--- config.mk ---
export PLATFORM = sky130hd
export DESIGN_NAME = fwd_hazard_unit_flat
export DESIGN_NICKNAME = d
export VERILOG_FILES = /design/src/rtl/fwd_hazard_unit_if.sv /design/src/rtl/fwd_hazard_unit.sv /design/src/flat_wrapper.sv
export SDC_FILE = /design/constraint.sdc
export NUM_CORES = 1
export LEC_CHECK = 0
export ABC_AREA = 1
export BUFFER_PORTS_ARGS = -buffer_cell sky130_fd_sc_hd__buf_4
export CORE_MARGIN = 1.5
export CORE_UTILIZATION = 35
export DETAILED_ROUTE_END_ITERATION = 7
export HOLD_SLACK_MARGIN = 0.1
export PLACE_DENSITY = 0.61
export SKIP_CTS_REPAIR_TIMING = 1
export SKIP_LAST_GASP = 1
export SLEW_MARGIN = 20
export SYNTH_ARGS = -nofsm -noshare
export SYNTH_HDL_FRONTEND = slang
export SYNTH_SLANG_ARGS = --single-unit
--- constraint.sdc ---
create_clock -name clk_i -period 1.41 [get_ports clk_i]
set_input_delay 0.282 -clock clk_i [delete_from_list [all_inputs] [get_ports clk_i]]
set_output_delay 0.282 -clock clk_i [all_outputs]
set_load 0.05 [all_outputs]
--- src/rtl/fwd_hazard_unit_if.sv ---
// ID-to-hazard-unit bundle: decoded ID fields in, operand-mux selects and stall out.
// FWD_STALL_CNT_EN adds the stall_cnt_o counter signal.
interface fwd_hazard_unit_if #(
  parameter int unsigned REG_ADDR_W = 5
);
  logic                  id_valid_i;
  logic [REG_ADDR_W-1:0] id_rs_i;
  logic [REG_ADDR_W-1:0] id_rt_i;
  logic [REG_ADDR_W-1:0] id_rd_i;
  logic                  id_regwrite_i;
  logic                  id_memread_i;
  logic                  flush_i;
  logic [1:0]            fwd_a_o;
  logic [1:0]            fwd_b_o;
  logic                  stall_o;
`ifdef FWD_STALL_CNT_EN
  logic [31:0]           stall_cnt_o;
`endif

  // The ID stage side.
  modport master (
    output id_valid_i, id_rs_i, id_rt_i, id_rd_i, id_regwrite_i, id_memread_i, flush_i,
`ifdef FWD_STALL_CNT_EN
    input  stall_cnt_o,
`endif
    input  fwd_a_o, fwd_b_o, stall_o
  );

  // The hazard unit side.
  modport slave (
    input  id_valid_i, id_rs_i, id_rt_i, id_rd_i, id_regwrite_i, id_memread_i, flush_i,
`ifdef FWD_STALL_CNT_EN
    output stall_cnt_o,
`endif
    output fwd_a_o, fwd_b_o, stall_o
  );
endinterface

--- src/rtl/fwd_hazard_unit.sv ---
// Forwarding / load-use hazard unit for the 5-stage pipeline: tracks EX/MEM/WB destinations and
// drives the ALU operand-mux selects and the stall. FWD_STALL_CNT_EN adds a saturating stall counter.
module fwd_hazard_unit #(
  parameter int unsigned REG_ADDR_W = 5
) (
  input logic               clk_i,
  input logic               rst_i,
  fwd_hazard_unit_if.slave  bus
);
  typedef logic [REG_ADDR_W-1:0] addr_t;

  localparam logic [1:0] SelRegfile = 2'b00;
  localparam logic [1:0] SelExMem   = 2'b01;
  localparam logic [1:0] SelMemWb   = 2'b10;

  addr_t ex_rs_q, ex_rt_q, ex_rd_q, mem_rd_q, wb_rd_q;
  logic  ex_regwrite_q, ex_memread_q, mem_regwrite_q, wb_regwrite_q;
  logic  load_use, stall, ex_load;

  // The youngest producer (MEM) wins; r0 is hard-wired zero and never forwarded.
  function automatic logic [1:0] fwd_sel(input addr_t src, input addr_t m_rd, input logic m_rw,
                                         input addr_t w_rd, input logic w_rw);
    logic [1:0] sel;
    sel = SelRegfile;
    if (m_rw && (m_rd != '0) && (m_rd == src)) begin
      sel = SelExMem;
    end else if (w_rw && (w_rd != '0) && (w_rd == src)) begin
      sel = SelMemWb;
    end
    return sel;
  endfunction

  always_comb begin
    load_use = bus.id_valid_i && ex_memread_q && (ex_rd_q != '0) &&
               ((ex_rd_q == bus.id_rs_i) || (ex_rd_q == bus.id_rt_i));
    stall    = load_use && !bus.flush_i;
    ex_load  = bus.id_valid_i && !bus.flush_i && !stall;
  end

  assign bus.stall_o = stall;
  assign bus.fwd_a_o = fwd_sel(ex_rs_q, mem_rd_q, mem_regwrite_q, wb_rd_q, wb_regwrite_q);
  assign bus.fwd_b_o = fwd_sel(ex_rt_q, mem_rd_q, mem_regwrite_q, wb_rd_q, wb_regwrite_q);

  always_ff @(posedge clk_i or negedge rst_i) begin
    if (!rst_i) begin
      ex_rs_q        <= '0;
      ex_rt_q        <= '0;
      ex_rd_q        <= '0;
      ex_regwrite_q  <= 1'b0;
      ex_memread_q   <= 1'b0;
      mem_rd_q       <= '0;
      mem_regwrite_q <= 1'b0;
      wb_rd_q        <= '0;
      wb_regwrite_q  <= 1'b0;
    end else begin
      wb_rd_q        <= mem_rd_q;
      wb_regwrite_q  <= mem_regwrite_q;
      mem_rd_q       <= ex_rd_q;
      mem_regwrite_q <= ex_regwrite_q;
      if (ex_load) begin
        ex_rs_q       <= bus.id_rs_i;
        ex_rt_q       <= bus.id_rt_i;
        ex_rd_q       <= bus.id_rd_i;
        ex_regwrite_q <= bus.id_regwrite_i;
        ex_memread_q  <= bus.id_memread_i;
      end else begin
        // Bubble: clearing memread is what bounds a load-use stall to one cycle.
        ex_rs_q       <= '0;
        ex_rt_q       <= '0;
        ex_rd_q       <= '0;
        ex_regwrite_q <= 1'b0;
        ex_memread_q  <= 1'b0;
      end
    end
  end

`ifdef FWD_STALL_CNT_EN
  logic [31:0] stall_cnt_q;

  always_ff @(posedge clk_i or negedge rst_i) begin
    if (!rst_i) begin
      stall_cnt_q <= '0;
    end else if (stall && (stall_cnt_q != 32'hFFFF_FFFF)) begin
      stall_cnt_q <= stall_cnt_q + 32'd1;
    end
  end

  assign bus.stall_cnt_o = stall_cnt_q;
`endif
endmodule

--- src/flat_wrapper.sv ---
// flat-port wrapper written by rule: the top's interface ports become plain ports
module fwd_hazard_unit_flat 
#(
  parameter int unsigned REG_ADDR_W = 5
)
  (clk_i, rst_i, bus_id_valid_i, bus_id_rs_i, bus_id_rt_i, bus_id_rd_i, bus_id_regwrite_i, bus_id_memread_i, bus_flush_i, bus_fwd_a_o, bus_fwd_b_o, bus_stall_o);
  fwd_hazard_unit_if #(.REG_ADDR_W(REG_ADDR_W)) bus_i ();
  input logic clk_i;
  input logic rst_i;
  input wire logic [$bits(bus_i.id_valid_i)-1:0] bus_id_valid_i;
  input wire logic [$bits(bus_i.id_rs_i)-1:0] bus_id_rs_i;
  input wire logic [$bits(bus_i.id_rt_i)-1:0] bus_id_rt_i;
  input wire logic [$bits(bus_i.id_rd_i)-1:0] bus_id_rd_i;
  input wire logic [$bits(bus_i.id_regwrite_i)-1:0] bus_id_regwrite_i;
  input wire logic [$bits(bus_i.id_memread_i)-1:0] bus_id_memread_i;
  input wire logic [$bits(bus_i.flush_i)-1:0] bus_flush_i;
  output wire logic [$bits(bus_i.fwd_a_o)-1:0] bus_fwd_a_o;
  output wire logic [$bits(bus_i.fwd_b_o)-1:0] bus_fwd_b_o;
  output wire logic [$bits(bus_i.stall_o)-1:0] bus_stall_o;
  assign bus_i.id_valid_i = bus_id_valid_i;
  assign bus_i.id_rs_i = bus_id_rs_i;
  assign bus_i.id_rt_i = bus_id_rt_i;
  assign bus_i.id_rd_i = bus_id_rd_i;
  assign bus_i.id_regwrite_i = bus_id_regwrite_i;
  assign bus_i.id_memread_i = bus_id_memread_i;
  assign bus_i.flush_i = bus_flush_i;
  assign bus_fwd_a_o = bus_i.fwd_a_o;
  assign bus_fwd_b_o = bus_i.fwd_b_o;
  assign bus_stall_o = bus_i.stall_o;
  fwd_hazard_unit #(.REG_ADDR_W(REG_ADDR_W)) u_core (.clk_i(clk_i), .rst_i(rst_i), .bus(bus_i));
endmodule
# After elaboration in Yosys (flattened, before gate mapping)
# Cells that the tools add are included.
# op_classes
mux	9
n_reduce_logical	18
n_eq_ne	6
# op_table
cell	count
5-bit equality test	6
5-bit 2-to-1 mux	3
5-bit nonzero test	3
1-bit logical AND	12
2-bit 2-to-1 mux	4
1-bit logical NOT	2
1-bit 2-to-1 mux	2
1-bit logical OR	1
# word_totals
output_inout_bits	5
wordCells	42
ff_bits	29

# Longest topological paths before layout
# depth
ltp_word	7
mapped_depth	10
depth_no_buf	9

# Worst setup path before layout
# OpenSTA, ideal clock, no wires.
# synth_path
path_type	register to output
startpoint	reg u_core.mem_rd_q[0]
endpoint	out bus_fwd_a_o[1]
stages_incl_launch_ff	5
required_time_ns	1.128
setup_slack_ns	-1.193
arrival_time_ns	2.321
path_buffers	0
cell_sequence	dfrtp_1 xnor2_1 nand4_1 nor3_1 nor2_1
# synth_via
elab_chain_len	4
elab_cells_between_ends	5
# synth_rtl
element	line	rtl
start: declaration	fwd_hazard_unit.sv:16	addr_t ex_rs_q, ex_rt_q, ex_rd_q, mem_rd_q, wb_rd_q;
start signal: assignment	fwd_hazard_unit.sv:58	mem_rd_q <= ex_rd_q;
5-bit nonzero test	fwd_hazard_unit.sv:25	if (m_rw && (m_rd != '0) && (m_rd == src)) begin
1-bit logical AND	fwd_hazard_unit.sv:25	
1-bit logical AND *	fwd_hazard_unit.sv:25	
2-bit 2-to-1 mux *	fwd_hazard_unit.sv:25	
end: declaration	flat_wrapper.sv:17	output wire logic [$bits(bus_i.fwd_a_o)-1:0] bus_fwd_a_o;
# Every way passes the cells marked *; elsewhere a longest branch is shown, timed or not.

# Final worst setup path
# layout_path
startpoint	reg u_core.mem_rd_q[1]
endpoint	out bus_fwd_b_o[0]
# layout_via
elab_chain_len	4
elab_cells_between_ends	5
# layout_rtl
element	line	rtl
5-bit nonzero test	fwd_hazard_unit.sv:25	
1-bit logical AND	fwd_hazard_unit.sv:25	
1-bit logical AND *	fwd_hazard_unit.sv:25	
2-bit 2-to-1 mux *	fwd_hazard_unit.sv:25	
end: declaration	flat_wrapper.sv:18	output wire logic [$bits(bus_i.fwd_b_o)-1:0] bus_fwd_b_o;
# Marked as above.

==> reports/results.ini <==
[setup_path]
crit_arrival_ns = 1.51
worstSetupPathType = flop to output port
crit_fanout = 4
reg2reg_depth = 8
endpoint_kind = output port
required_ns = 1.13
critPathLaunchType = flop

[floorplan]
io_pins = 26
fp.dieW_um = 65.0
die-area_sq_mm = 0.00422
die_height_um = 65.0
num_rows = 22
fp.coreArea_sq_mm = 0.00366
start_util_pct = 36.7

[global_route]
antenna_found_initial = 0
grt_util_all_layers_pct = 13.4
grt_overflow = 0
grt_pass1_vias = 1030
grt_max_degree = 30
grt_pass1_wl_um = 4280

[clocking]
clkSlewWorstSetupHoldPaths_ns = 0.06
cts-root-buf = clkbuf_8
htree_num_levels = 2
cts_buffers = 5
cts_tree = built
cts_buffer_depth = 2
cts_sinks = 29
clk_latency_ns = 0.28

[yosys]
synth_simple_gate_area_share_pct = 22.5
synth_nets = 173
synth_seq_cells = 29
synth_xor_area_share_pct = 14.3
synth_top_area_share_pct = 54.0
synth_area_leader_cell = dfrtp_1
synth_compound_area_share_pct = 0.745
synth_enable_flop_cells = 0
syn_area_sq_mm = 0.00134
yosys_warnings = 0
synthTopCellsByArea = dfrtp_1 54%, xnor2_1 9.1%, nor2_1 8.1%
synth_top_family_by_area = simple AND/OR/NAND/NOR gates
synthMuxAreaShare_pct = 0
synth_cell_type_count = 15
yosysSeqAreaShare_pct = 54.0
synth_cells = 152
syn_area_per_cell_sq_um = 8.84
postSynth.asyncResetShare_pct = 100
synthAdderAreaFrac_pct = 0
synth-main-ff-cell = dfrtp_1

[pwr]
p_int_w = 0.00142
power.leakage_nw = 0.983
ir_drop_mv = 0.616
switching_share_pct = 24.9
power_frac_comb_pct = 13.6
pwr-share-seq_pct = 47.5
switchingPower_w = 0.000472
pwr-share-clk_pct = 38.9
powerDensity_mw_per_mm2 = 985

[layout]
drive_above_1_share_pct = 36.8
final_net_count = 210
fill_cells = 344
utilization_pct = 52.5
syn_to_final_growth_pct = 43.1
antenna_cells = 0

[sta]
whs_ns = 0.228
slew_headroom_pct = 30.2
setup_viol = 13
tightest_slew_ns = 1.04
fin_worst_skew_ns = 0.00405
setup_slack_ns = -0.384
final-max-slew-violation-count = 0
rsz0062_at_grt = yes
fmax_ghz = 0.557
fin_crit_sh_pct = 127
min_period_ns = 1.79
hold_viol = 0

[run_status]
outcome = complete, but fails checks
violations = setup timing

[routing]
wl_per_cell_um = 11.6
viasPerCell = 4.45
drt_pass1_iterations = 4
drc = 0
routed_wl_um = 2770
dr.first_iter.drc_count = 12
ant_nets = 0
vias = 1060

[place]
io_buffers = 25
gp_congestion = 0.863
hpwl_um = 1990

[run]
maxCapViolCount = 0

[worst_hold_path]
hold_path.class = primary input to flop
min_path_cells = 3

## metrics by stage
step	TNS, ns	cells	instance area (sq um)	worst slack, ns	total power [W]
2_1_floorplan	-0.619	152	1390	-0.249	0.00103
3_3_place_gp	-0.823	225	1630	-0.182	0.00112
3_5_place_dp	-0.978	225	1630	-0.226	0.00113
4_1_cts	-2.70	233	1730	-0.516	0.00187
5_1_grt	-3.46	238	1920	-0.474	0.00200
6_report	-1.93	238	1920	-0.384	0.00189
## final cells by class
type,instances,area [sq um],share of cell area [%]
Clock inverter,1,5.00,0.260
Tap cell,48,60.1,3.12
Sequential cell,29,729,37.9
Clock buffer,7,96.3,5.01
Inverter,27,105,5.47
Timing Repair Buffer,29,246,12.8
Multi-Input combinational cell,97,681,35.4
## sequential cells by signal, indices dropped and copies added (netlist names)
signal                 cells
u_core.ex_rd_q             5
u_core.ex_rs_q             5
u_core.ex_rt_q             5
u_core.mem_rd_q            5
u_core.wb_rd_q             5
u_core.ex_memread_q        1
u_core.ex_regwrite_q       1
u_core.mem_regwrite_q      1
u_core.wb_regwrite_q       1
## critical path: stages, from the launching register on
cell and delay (ns):
dfrtp_1 0.42, xnor2_1 0.19, nand4_1 0.18, nor3_4 0.21, buf_4 0.24
## final timing paths
path	slack, ns	endpoint	from
hold reg to reg	0.35	u_core.mem_regwrite_q$_DFF_PN0_	u_core.ex_regwrite_q$_DFF_PN0_
max in group asynchronous	0.66	u_core.ex_rd_q[4]$_DFF_PN0_	rst_i
min in group asynchronous	0.46	u_core.ex_rd_q[3]$_DFF_PN0_	rst_i
setup reg to reg	-0.03	u_core.ex_rt_q[1]$_DFF_PN0_	u_core.ex_rd_q[1]$_DFF_PN0_
hold / removal	0.23	u_core.ex_rd_q[3]$_DFF_PN0_	bus_id_rd_i[3]
setup / recovery	-0.38	bus_fwd_b_o[0]	u_core.mem_rd_q[1]$_DFF_PN0_
## layer usage
| metal | vias up | track usage, % | share of wire, % |
|---|---|---|---|
| li1 | 525 | - | - |
| met1 | 502 | 14.2 | 39 |
| met2 | 28 | 24.2 | 55 |
| met3 | 5 | 3.47 | 5.2 |
| met4 | 0 | 6.91 | 1.1 |
| met5 | - | 0 | 0 |
## kinds of logic after synthesis
logic type,count (synthesis)
and+or+nand+nor,71
DFF,29
buffers and inverters,28
xor gates and xnor gates,22
AOI/OAI and AO/OA,2
## power groups by stage
stage / clock, W / combinational, W / sequential, W
2_1_floorplan: 0 / 0.000128 / 0.000905
5_1_grt: 0.000813 / 0.000284 / 0.000903
3_3_place_gp: 0 / 0.000210 / 0.000911
4_1_cts: 0.000757 / 0.000215 / 0.000898
3_5_place_dp: 0 / 0.000214 / 0.000913
6_report: 0.000738 / 0.000257 / 0.000900
## cells in the final DEF (no fill, tap or decap)
master / netlist / layout
buf_8: 0 / 2
xnor2_1: 14 / 14
dfrtp_1: 29 / 26
xor2_1: 8 / 8
o21ai_2: 0 / 1
buf_4: 0 / 23
nand4_1: 4 / 4
nand2_1: 26 / 26
clkinvlp_4: 0 / 1
nor2_1: 29 / 11
clkbuf_8: 0 / 7
nor3_4: 0 / 2
nand3_1: 3 / 3
inv_1: 27 / 24
nor2_4: 0 / 9
nor3b_1: 1 / 1
nor2_2: 1 / 10
nand2_2: 1 / 1
o21ai_0: 2 / 1
dlygate4sd3_1: 0 / 1
nor3_2: 0 / 2
buf_6: 1 / 3
clkinv_2: 0 / 1
inv_2: 0 / 2
dfrtp_2: 0 / 3
nor3_1: 5 / 1
nand2_8: 0 / 3
## Yosys cell counts (2+ instances only)
library cell / instances
nand3_1: 3
o21ai_0: 2
dfrtp_1: 29
xor2_1: 8
nand2_1: 26
nor3_1: 5
nor2_1: 29
inv_1: 27
nand4_1: 4
xnor2_1: 14
Note: power is estimated with default switching activity, not from simulation.
